===== config.mk =====
export PLATFORM = sky130hd
export DESIGN_NAME = gauss_win_reader
export DESIGN_NICKNAME = d
export VERILOG_FILES = /design/src/rtl/gauss_win_reader.sv
export SDC_FILE = /design/constraint.sdc
export NUM_CORES = 1
export LEC_CHECK = 0
export CAP_MARGIN = 20
export CORE_ASPECT_RATIO = 1.2
export CORE_MARGIN = 2
export CORE_UTILIZATION = 40
export CTS_CLUSTER_DIAMETER = 100
export CTS_CLUSTER_SIZE = 40
export DETAILED_ROUTE_END_ITERATION = 10
export SETUP_SLACK_MARGIN = 0.2
export SYNTH_ARGS = -nofsm -noshare
export SYNTH_HDL_FRONTEND = slang
export SYNTH_SLANG_ARGS = --single-unit
export TNS_END_PERCENT = 30

===== constraint.sdc =====
create_clock -name clk -period 16.2 [get_ports clk]
set_input_delay 2.43 -clock clk [delete_from_list [all_inputs] [get_ports clk]]
set_output_delay 2.43 -clock clk [all_outputs]
set_load 0.1 [all_outputs]

===== src/rtl/gauss_win_reader.sv =====
// gauss_win_reader: snapshots the 6x6 Gaussian buffer when sobel_en asserts.
// It then streams every 3x3 window in raster order to the Sobel core over a
// valid/ready handshake, and pulses frame_done once the last window is taken.
// Optional feature macro: READER_CLAMP_EN saturates output pixels to 8 bits.
module gauss_win_reader #(
    parameter int PIX_W   = 9,
    parameter int BUF_DIM = 6,
    parameter int WIN_DIM = 3
) (
    input  logic                                          clk,
    input  logic                                          rst,
    input  logic                                          sobel_en,
    input  logic [BUF_DIM-1:0][BUF_DIM-1:0][PIX_W-1:0]    buffer_in,
    input  logic                                          win_ready,
    output logic                                          win_valid,
    output logic [WIN_DIM-1:0][WIN_DIM-1:0][PIX_W-1:0]    win_data,
    output logic [1:0]                                    win_row,
    output logic [1:0]                                    win_col,
    output logic                                          busy,
    output logic                                          frame_done
);

    localparam int               POS       = BUF_DIM - WIN_DIM + 1;
    localparam logic [1:0]       LAST      = 2'(POS - 1);
    localparam logic [PIX_W-1:0] CLAMP_MAX = PIX_W'(255);

    typedef logic [BUF_DIM-1:0][BUF_DIM-1:0][PIX_W-1:0] buf_t;
    typedef logic [WIN_DIM-1:0][WIN_DIM-1:0][PIX_W-1:0] win_t;

    typedef enum logic [1:0] {
        IDLE,
        LOAD,
        STREAM,
        DONE
    } state_t;

    state_t     state;
    buf_t       snap;
    logic [1:0] next_row;
    logic [1:0] next_col;
    logic       handshake;

    // Cut the window at (r,c) out of the snapshot; the snapshot itself stays raw.
    function automatic win_t window_at(input buf_t s, input logic [1:0] r,
                                       input logic [1:0] c);
        win_t             w;
        logic [PIX_W-1:0] p;
        w = '0;
        for (int i = 0; i < WIN_DIM; i++) begin
            for (int j = 0; j < WIN_DIM; j++) begin
                p = s[int'(r) + i][int'(c) + j];
`ifdef READER_CLAMP_EN
                if (p[PIX_W-1]) begin
                    p = CLAMP_MAX;
                end
`endif
                w[i][j] = p;
            end
        end
        return w;
    endfunction

    // Raster-order successor of the current position: column first, then row.
    always_comb begin
        next_col  = win_col + 2'd1;
        next_row  = win_row;
        handshake = win_valid && win_ready;
        if (win_col == LAST) begin
            next_col = 2'd0;
            next_row = win_row + 2'd1;
        end
    end

    // Frame sequencer: capture, preload window (0,0), stream, flag completion.
    always_ff @(posedge clk or posedge rst) begin
        if (rst) begin
            state      <= IDLE;
            snap       <= '0;
            win_valid  <= 1'b0;
            win_data   <= '0;
            win_row    <= 2'd0;
            win_col    <= 2'd0;
            busy       <= 1'b0;
            frame_done <= 1'b0;
        end else begin
            case (state)
                IDLE: begin
                    frame_done <= 1'b0;
                    if (sobel_en) begin
                        snap    <= buffer_in;
                        win_row <= 2'd0;
                        win_col <= 2'd0;
                        busy    <= 1'b1;
                        state   <= LOAD;
                    end
                end
                LOAD: begin
                    win_data  <= window_at(snap, 2'd0, 2'd0);
                    win_valid <= 1'b1;
                    state     <= STREAM;
                end
                STREAM: begin
                    if (handshake) begin
                        if (win_row == LAST && win_col == LAST) begin
                            win_valid  <= 1'b0;
                            frame_done <= 1'b1;
                            state      <= DONE;
                        end else begin
                            win_row  <= next_row;
                            win_col  <= next_col;
                            win_data <= window_at(snap, next_row, next_col);
                        end
                    end
                end
                DONE: begin
                    frame_done <= 1'b0;
                    busy       <= 1'b0;
                    state      <= IDLE;
                end
                default: begin
                    state <= IDLE;
                end
            endcase
        end
    end

endmodule


# Word level (Yosys, flattened, before mapping)
# Index checks and enable logic that the tools add are counted.
# totals
out_inout_bits	88
word_cells	143
inputBits	328
ff_bits	414
# op_classes
reduce_logical	15
n_lt_le_gt_ge	6
add_sub_neg	6
eq_ne	9
mux	56
# op_table
cell	count
54-bit binary-select mux with 3-bit select	2
54-bit 2-to-1 mux	5
9-bit binary-select mux with 3-bit select	6
81-bit 2-to-1 mux	2
81-bit case mux with 2 select lines	1
9-bit 2-to-1 mux	15
54-bit binary-select mux with 2-bit select	1
9-bit binary-select mux with 2-bit select	3
2-bit 2-to-1 mux	10
3-bit by 4-bit < comparator with 1-bit output, second input constant	4
3-bit AND reduction	4
2-bit equality test, second input constant	4
2-bit by 4-bit < comparator with 1-bit output, second input constant	2
2-bit inequality test, second input constant	4
2-bit case mux with 2 select lines	2
2-bit case mux with 4 select lines	1
2-bit nonzero test	4
2-bit by 1-bit adder with 3-bit output, second input constant	2
2-bit by 2-bit adder with 3-bit output, second input constant	2
1-bit case mux with 2 select lines	3
1-bit 2-to-1 mux	5
2-bit by 1-bit adder with 2-bit output, second input constant	2
2-bit AND reduction	2
4-bit AND reduction	1
other kinds (4)	5

# Longest topological paths before layout
# logic_depth
ltp_word	12
ltp_mapped	11
mapped_depth_nobuf	8

# Worst setup path after synthesis
# OpenSTA, ideal clock, no wires.
# synth_path
path_type	input -> register
start	input win_ready
end	register win_data[46] (netlist bit)
arrival_time_ns	3.664
slack_ns	12.442
required_ns	16.106
setup_ns	0.094
n_path_buf	2
cell_stages	5
cell_sequence	a41oi_1 -> clkbuf_1 -> clkbuf_1 -> a21oi_1 -> a211oi_1
# synth_via
elab_chain_cells	3
# synth_lines
element	line_no	rtl
start, declared	14	input logic win_ready,
1-bit logical AND	67	handshake = win_valid && win_ready;
2-bit inequality test (no line)	-	
3-bit AND reduction (no line)	-	
end signal, assigned	98	win_data <= window_at(snap, 2'd0, 2'd0);
end signal, assigned	111	win_data <= window_at(snap, next_row, next_col);
end, declared	16	output logic [WIN_DIM-1:0][WIN_DIM-1:0][PIX_W-1:0] win_data,
# No other way between the ends.
# A chain may end at the register's enable or synchronous reset.

# Worst setup path after layout
# layout_path
start	register win_row[0]
end	output win_row[0]
# layout_lines
element	line_no	rtl
start, declared	17	output logic [1:0] win_row,
start signal, assigned	109	win_row <= next_row;
# No word-level cell between the ends.

==> impl_results.md <==
- Status: finished clean
- DR DRC count: 0
- Max H-tree Level: 1
- Grt met3 use: 5.69%
- Cell depth of the worst flop-to-flop path: 8
- Maxcap violations: 0
- Post-synthesis cell type count: 68
- Post-synth EDFFs: 0
- Grt ovf: 0
- DR vias/cell: 6.26
- Worst skew pair latency: 0.61 ns
- Initial antenna violation count: 1
- CP Cell Sequence: clkdlybuf4s50_1
- Fin. max-slew vios: 0
- CTS sink cnt: 414
- Tcrit/Tclk final: 33.0%
- Top Family by Delay on Critical Path: buffers and inverters
- Share of layout cells above drive strength 1: 23.7%
- Fraction of registers with async set or reset after synthesis: 100%
- Starting Density: 40.6%
- Worst-path clk slew: 0.14 ns
- Seq cells post-synth: 414
- CP Buf/Inv Count: 1
- DRT Pass-1 Iters: 8
- Vias: 20,200
- Peak supply drop: 0.000123 V
- Hold Path Depth: 2
- CTS tree: done
- Worst-margin pin slew: 1.18 ns
- Startpoint types: register
- Final setup TNS: 0 ns
- Ports: 416
- Filler cells: 5,451
- Data required time of the worst path: between 10 and 15 ns
- Post-route design area: between 0.02 and 0.03 mm2
- Period minus WS final: 5.34 ns
- Final nets: 2,753
- Crit. End Element: output pin
- Grt peak-use layer: met2
- RSZ-0062 raised after global routing: no
- Routed WL: 97.6 mm
- DIE WIDTH: around 230 um
- PwrDens: roughly 230 mW/mm2
- Critical path depth: 1
- Hold Crit Class: reg2reg
- Die Ht: between 200 and 300 um
- Fmax: between 0.15 and 0.2 GHz
- Core box area: 0.0597 mm2
- Area of the mapped netlist: about 0.024 mm2
- Initial DRC count: 2,113
- Max incr delay on CP: 1.39 ns
- Top post-synthesis cells by area: dfrtp_1 (43%), mux2_2 (16%), mux4_2 (12%)
- Hold buffers post-CTS: 0
- Post_cts resized: 0
- Buffers on Ports: 415
- Seq/Total Area, Yosys: 42.8%
- Global Route Usage Sum: just over 30%
- Die area: 0.0625 mm2
- Clock root buffer: clkbuf_16
- M2 GR Usage: between 50% and 60%
- Final ANT Viol Nets: 0
- Critical path data arrival time: 2.91 ns
- Largest net degree at the start of global routing: 90
- Syn avg cell area: 11.4 um2
- DP HPWL: 73.3 mm
- WL per Instance: ~30 um
- Vias in the first global route: 20,400
- Clock Skew: 0.0362 ns
- Area leader, netlist: dfrtp_1
- Normalized max-slew margin: 21.2%
- Cells after Synth: between 2,000 and 2,500
- CTS buffer count: 17
- Worst-path maximum fanout: 15
- Net Count, Synth: 2,452
- Setup bufs post-CTS: 0
- Final Hold Viols: 0
- Slowest CP cell: clkdlybuf4s50_1
- Final core utilization: about half
- Global Route met1 Usage: 37.9%
- # rows: 98
- Hold WS: around 0.52 ns
- Post-synth top area share: 42.8%
- Area after DPL: 0.0290 mm2
- Clk buf depth: 3
- Total power: between 6 and 7 mW
- Critical path class: reg2out
- Area growth from synthesis to layout: 22.2%
- YS warnings: 0
- Ys flop type: dfrtp_1
- Leakage power: roughly 12 nW
- Final setup viols: 0
- Routability cong.: roughly 0.97
- First-pass GRT wire length: 141 mm
## final timing paths
path                       slack, ns                      from                       end
min                             0.52  win_data[44]$_DFFE_PP0P_  win_data[44]$_DFFE_PP0P_
max in group asynchronous      11.83                       rst  win_data[67]$_DFFE_PP0P_
min in group asynchronous       2.29                       rst      snap[43]$_DFFE_PP0P_
max reg2reg                    11.13    win_col[0]$_DFFE_PP0P_  win_data[65]$_DFFE_PP0P_
max                            10.86    win_row[0]$_DFFE_PP0P_                win_row[0]
min reg2reg                     0.52  win_data[44]$_DFFE_PP0P_  win_data[44]$_DFFE_PP0P_
## synthesized netlist by cell type (17+ instances only)
cell,count
a211oi_1,18
a21oi_1,140
a221oi_1,29
a22o_1,38
a22oi_1,21
a31oi_1,45
and3_1,17
buf_2,37
clkbuf_1,106
dfrtp_1,414
mux2_2,354
mux2i_1,90
mux4_2,129
nand2_1,279
nand3_1,31
nor2_1,151
o211ai_1,23
o21ai_0,27
## layout make-up
cell class	instances	area, um2	share of cell area (%)
clock inverters	10	175	0.592
well taps	800	1000	3.38
repair buffers	454	4470	15.1
flip-flops and latches	414	10400	35.0
diodes	2	5.00	0.0169
multi-input cells	1520	13100	44.3
clock buffers	18	429	1.45
inverters	10	45.0	0.152
## cell usage in the layout, fill, tap and decap left out, types with 4 or more instances in the layout
| master | Yosys | layout |
|---|---|---|
| nor4_1 | 8 | 8 |
| and2_1 | 4 | 4 |
| a22oi_1 | 21 | 21 |
| o21ai_0 | 27 | 27 |
| clkdlybuf4s50_1 | 0 | 415 |
| clkbuf_16 | 0 | 17 |
| a222oi_1 | 4 | 4 |
| nor2_1 | 151 | 143 |
| o211ai_1 | 23 | 23 |
| dfrtp_1 | 414 | 414 |
| nor3_1 | 6 | 6 |
| a2bb2oi_1 | 4 | 4 |
| inv_1 | 8 | 7 |
| a21oi_1 | 140 | 140 |
| a2111oi_0 | 4 | 4 |
| a221oi_1 | 29 | 29 |
| a22o_1 | 38 | 38 |
| buf_4 | 15 | 38 |
| a31oi_1 | 45 | 45 |
| nand3_1 | 31 | 31 |
| o221ai_1 | 12 | 12 |
| o31ai_1 | 6 | 6 |
| and3_1 | 17 | 17 |
| ha_1 | 8 | 6 |
| a221o_1 | 10 | 10 |
| a31o_1 | 6 | 6 |
| nand2_1 | 279 | 278 |
| nand4_1 | 5 | 5 |
| nor2_2 | 0 | 5 |
| mux2_2 | 354 | 353 |
| mux4_2 | 129 | 129 |
| mux2i_1 | 90 | 90 |
| a211oi_1 | 18 | 18 |
| o2111a_1 | 4 | 4 |
## where the power goes
group / internal, mW / switching [mW]
clock: 0.218 / 0.396
sequential: 1.56 / 0.641
combinational: 1.53 / 2.50
## cells by family (layout without fill, tap and decap cells)
group / count (synthesis) / after routing / synth area share (%)
muxes: 576 / 576 / 32.4
xor gates and xnor gates: 4 / 4 / 0.207
DFF: 414 / 414 / 42.8
AOI/OAI and AO/OA: 424 / 424 / 12.1
other: 0 / 2 / 0
adders and majority gates: 8 / 8 / 0.413
and+or+nand+nor: 508 / 508 / 8.49
buffers and inverters: 182 / 492 / 3.63
## metal layers
layer | share of wire (%) | wire length [um]
met1 | 38 | 37100
met2 | 48 | 46900
met3 | 7.7 | 7550
met4 | 6.1 | 5990
met5 | 0 | 0
## through the flow
stage                     instances  setup slack, ns
after floorplan                2116             2.25
after global placement         3197            10.45
after detailed placement       3197            10.40
after CTS                      3225            10.86
after global routing           3226            10.80
final                          3228            10.86
## flip-flops by register name, indices dropped and copies added, names as in the netlist
| name | count |
|---|---|
| busy | 1 |
| frame_done | 1 |
| snap | 324 |
| state | 2 |
| win_col | 2 |
| win_data | 81 |
| win_row | 2 |
| win_valid | 1 |
(Power assumes the default switching activity.)
==> variant, RTL diff (same flow settings) <==
Set the parameter `PIX_W` to 11 (it was 9).
--- a/src/rtl/gauss_win_reader.sv
+++ b/src/rtl/gauss_win_reader.sv
@@ -5,3 +5,3 @@
 module gauss_win_reader #(
-    parameter int PIX_W   = 9,
+    parameter int PIX_W   = 11,
     parameter int BUF_DIM = 6,
Interface: changed (resized buffer_in and win_data); port bits go from 416 to 506. The function was not compared with the original's and may differ.
==> variant against the original RTL <==
Total power up 25%. Synthesized cell count rose by 28%. First-iteration DRC count is 41% higher. Sequential cell count up 90. Wire length grew 42%. Worst setup slack worse by 0.092 ns. Worst hold slack worse by 0.0058 ns. Area after synthesis is 26% higher. Via count up 30%. Design area is 26% higher. Critical endpoint unchanged. Largest power group unchanged. Highest routed layer is now met5.
==> variant: results (changes against the original RTL) <==
status finished, final reports clean; top cells by count, synth sky130_fd_sc_hd__dfrtp_1 (504), sky130_fd_sc_hd__mux2_2 (421), sky130_fd_sc_hd__nand2_1 (237), sky130_fd_sc_hd__mux2i_1 (183), sky130_fd_sc_hd__a21oi_1 (154); switching part of the total 52.2% (+0.43 points); post-synthesis cell type count 82 (+21%); worst vdd ir 0.119 mV (-3.5%); number of antenna violations at the first check in global routing 12 (+11); clk sinks 504 (+22%); clock input transition at the sequential cells of the worst setup and hold paths 0.12 ns (-0.02 ns); number of port buffers 505 (+22%); Hold Path End win_data[96]$_DFFE_PP0P_; Placed Cells incl. Taps 4,039 (+26%); TritonCTS Buffers 24 (+7); wl on met1 53.4 mm (+44%); power consumed by sequential cells 2810 uW (+28%); fraction of the mapped netlist area in compound gates 14.6% (+2.5 points); biggest registers after layout snap (396), win_data (99); Avg Synthesized Cell Area 11.2 sq um (-1.9%); count of filler cells inserted in the layout 6,831 (+25%); r2r worst-path depth 11 (+3); endpoint of the worst register-to-register path win_data[49]$_DFFE_PP0P_; share of the synthesized netlist area taken by xor and xnor gates 0.263% (+0.056 points); Worst Clk Skew 0.0428 ns (+0.00665 ns); GPL Wtd Cong 0.972 (-0.14%); proportion of power drawn by the clock network 10.1% (+1.1 points); number of standard cells in the layout, taps in and fillers out 4,084 (+27%); max layer used met5; Post-Synthesis Net Count 3,119 (+27%); wire length reported by the detailed router 139 mm (+42%); share of cell area taken by muxes after synthesis 30.9% (-1.5 points); proportion of layout cells with a drive suffix above 1 22.3% (-1.5 points); Hold Slack 0.515 ns (-0.00580 ns); largest cells by area after synthesis sky130_fd_sc_hd__dfrtp_1 (41%), sky130_fd_sc_hd__mux2_2 (16%), sky130_fd_sc_hd__mux4_2 (9.1%); total routing resource utilization after global routing 34.5% (+4.0 points); Sw Pwr 4450 uW (+26%); latest clock arrival within the worst-skew pair 0.64 ns (+0.03 ns); first-pass GRT wire length 196 mm (+40%); post-placement cell area 36,100 sq um (+25%); worst slack at placement 10.16 ns (-0.236 ns); via count of the first global-routing pass 26,000 (+28%); total via count in the routed design 26,300 (+30%); number of nets in the final layout 3,466 (+26%); area share of fa/ha/maj cells after synthesis 0.329% (-0.084 points); register area share after synthesis 41.4% (-1.3 points); leakage power 0.0148 uW (+25%)
## variant: changes by cell type after synthesis, sizes merged, moves of 29 or more
cell    change
mux2       +68
buf        +55
mux2i      +94
dfrtp      +90
a22oi      +42
o221ai     +37
nor2       -29
o22ai      +33
o21ai      +96
nor3b      +51
nand2      -42
## variant: per-layer routing
layer / track usage [%] / vias to the layer above
met5: 0 / -
met4: 16.9 / 10
met3: 6.68 / 277
met2: 56.9 / 1495
met1: 43.7 / 13600
li1: - / 11000
## variant: layout make-up
type / count / area share (%)
diodes: 2 / 0.0135
clock buffers: 25 / 1.68
inverters: 24 / 0.256
well taps: 1008 / 3.40
repair buffers: 565 / 15.0
flip-flops and latches: 504 / 34.0
multi-input cells: 1939 / 44.7
clock inverters: 17 / 0.960
## variant: worst max-delay path, cell delays in order (launching register included)
cell and delay (ns):
sky130_fd_sc_hd__dfrtp_2 0.37, sky130_fd_sc_hd__buf_4 0.67, sky130_fd_sc_hd__clkdlybuf4s50_1 1.33
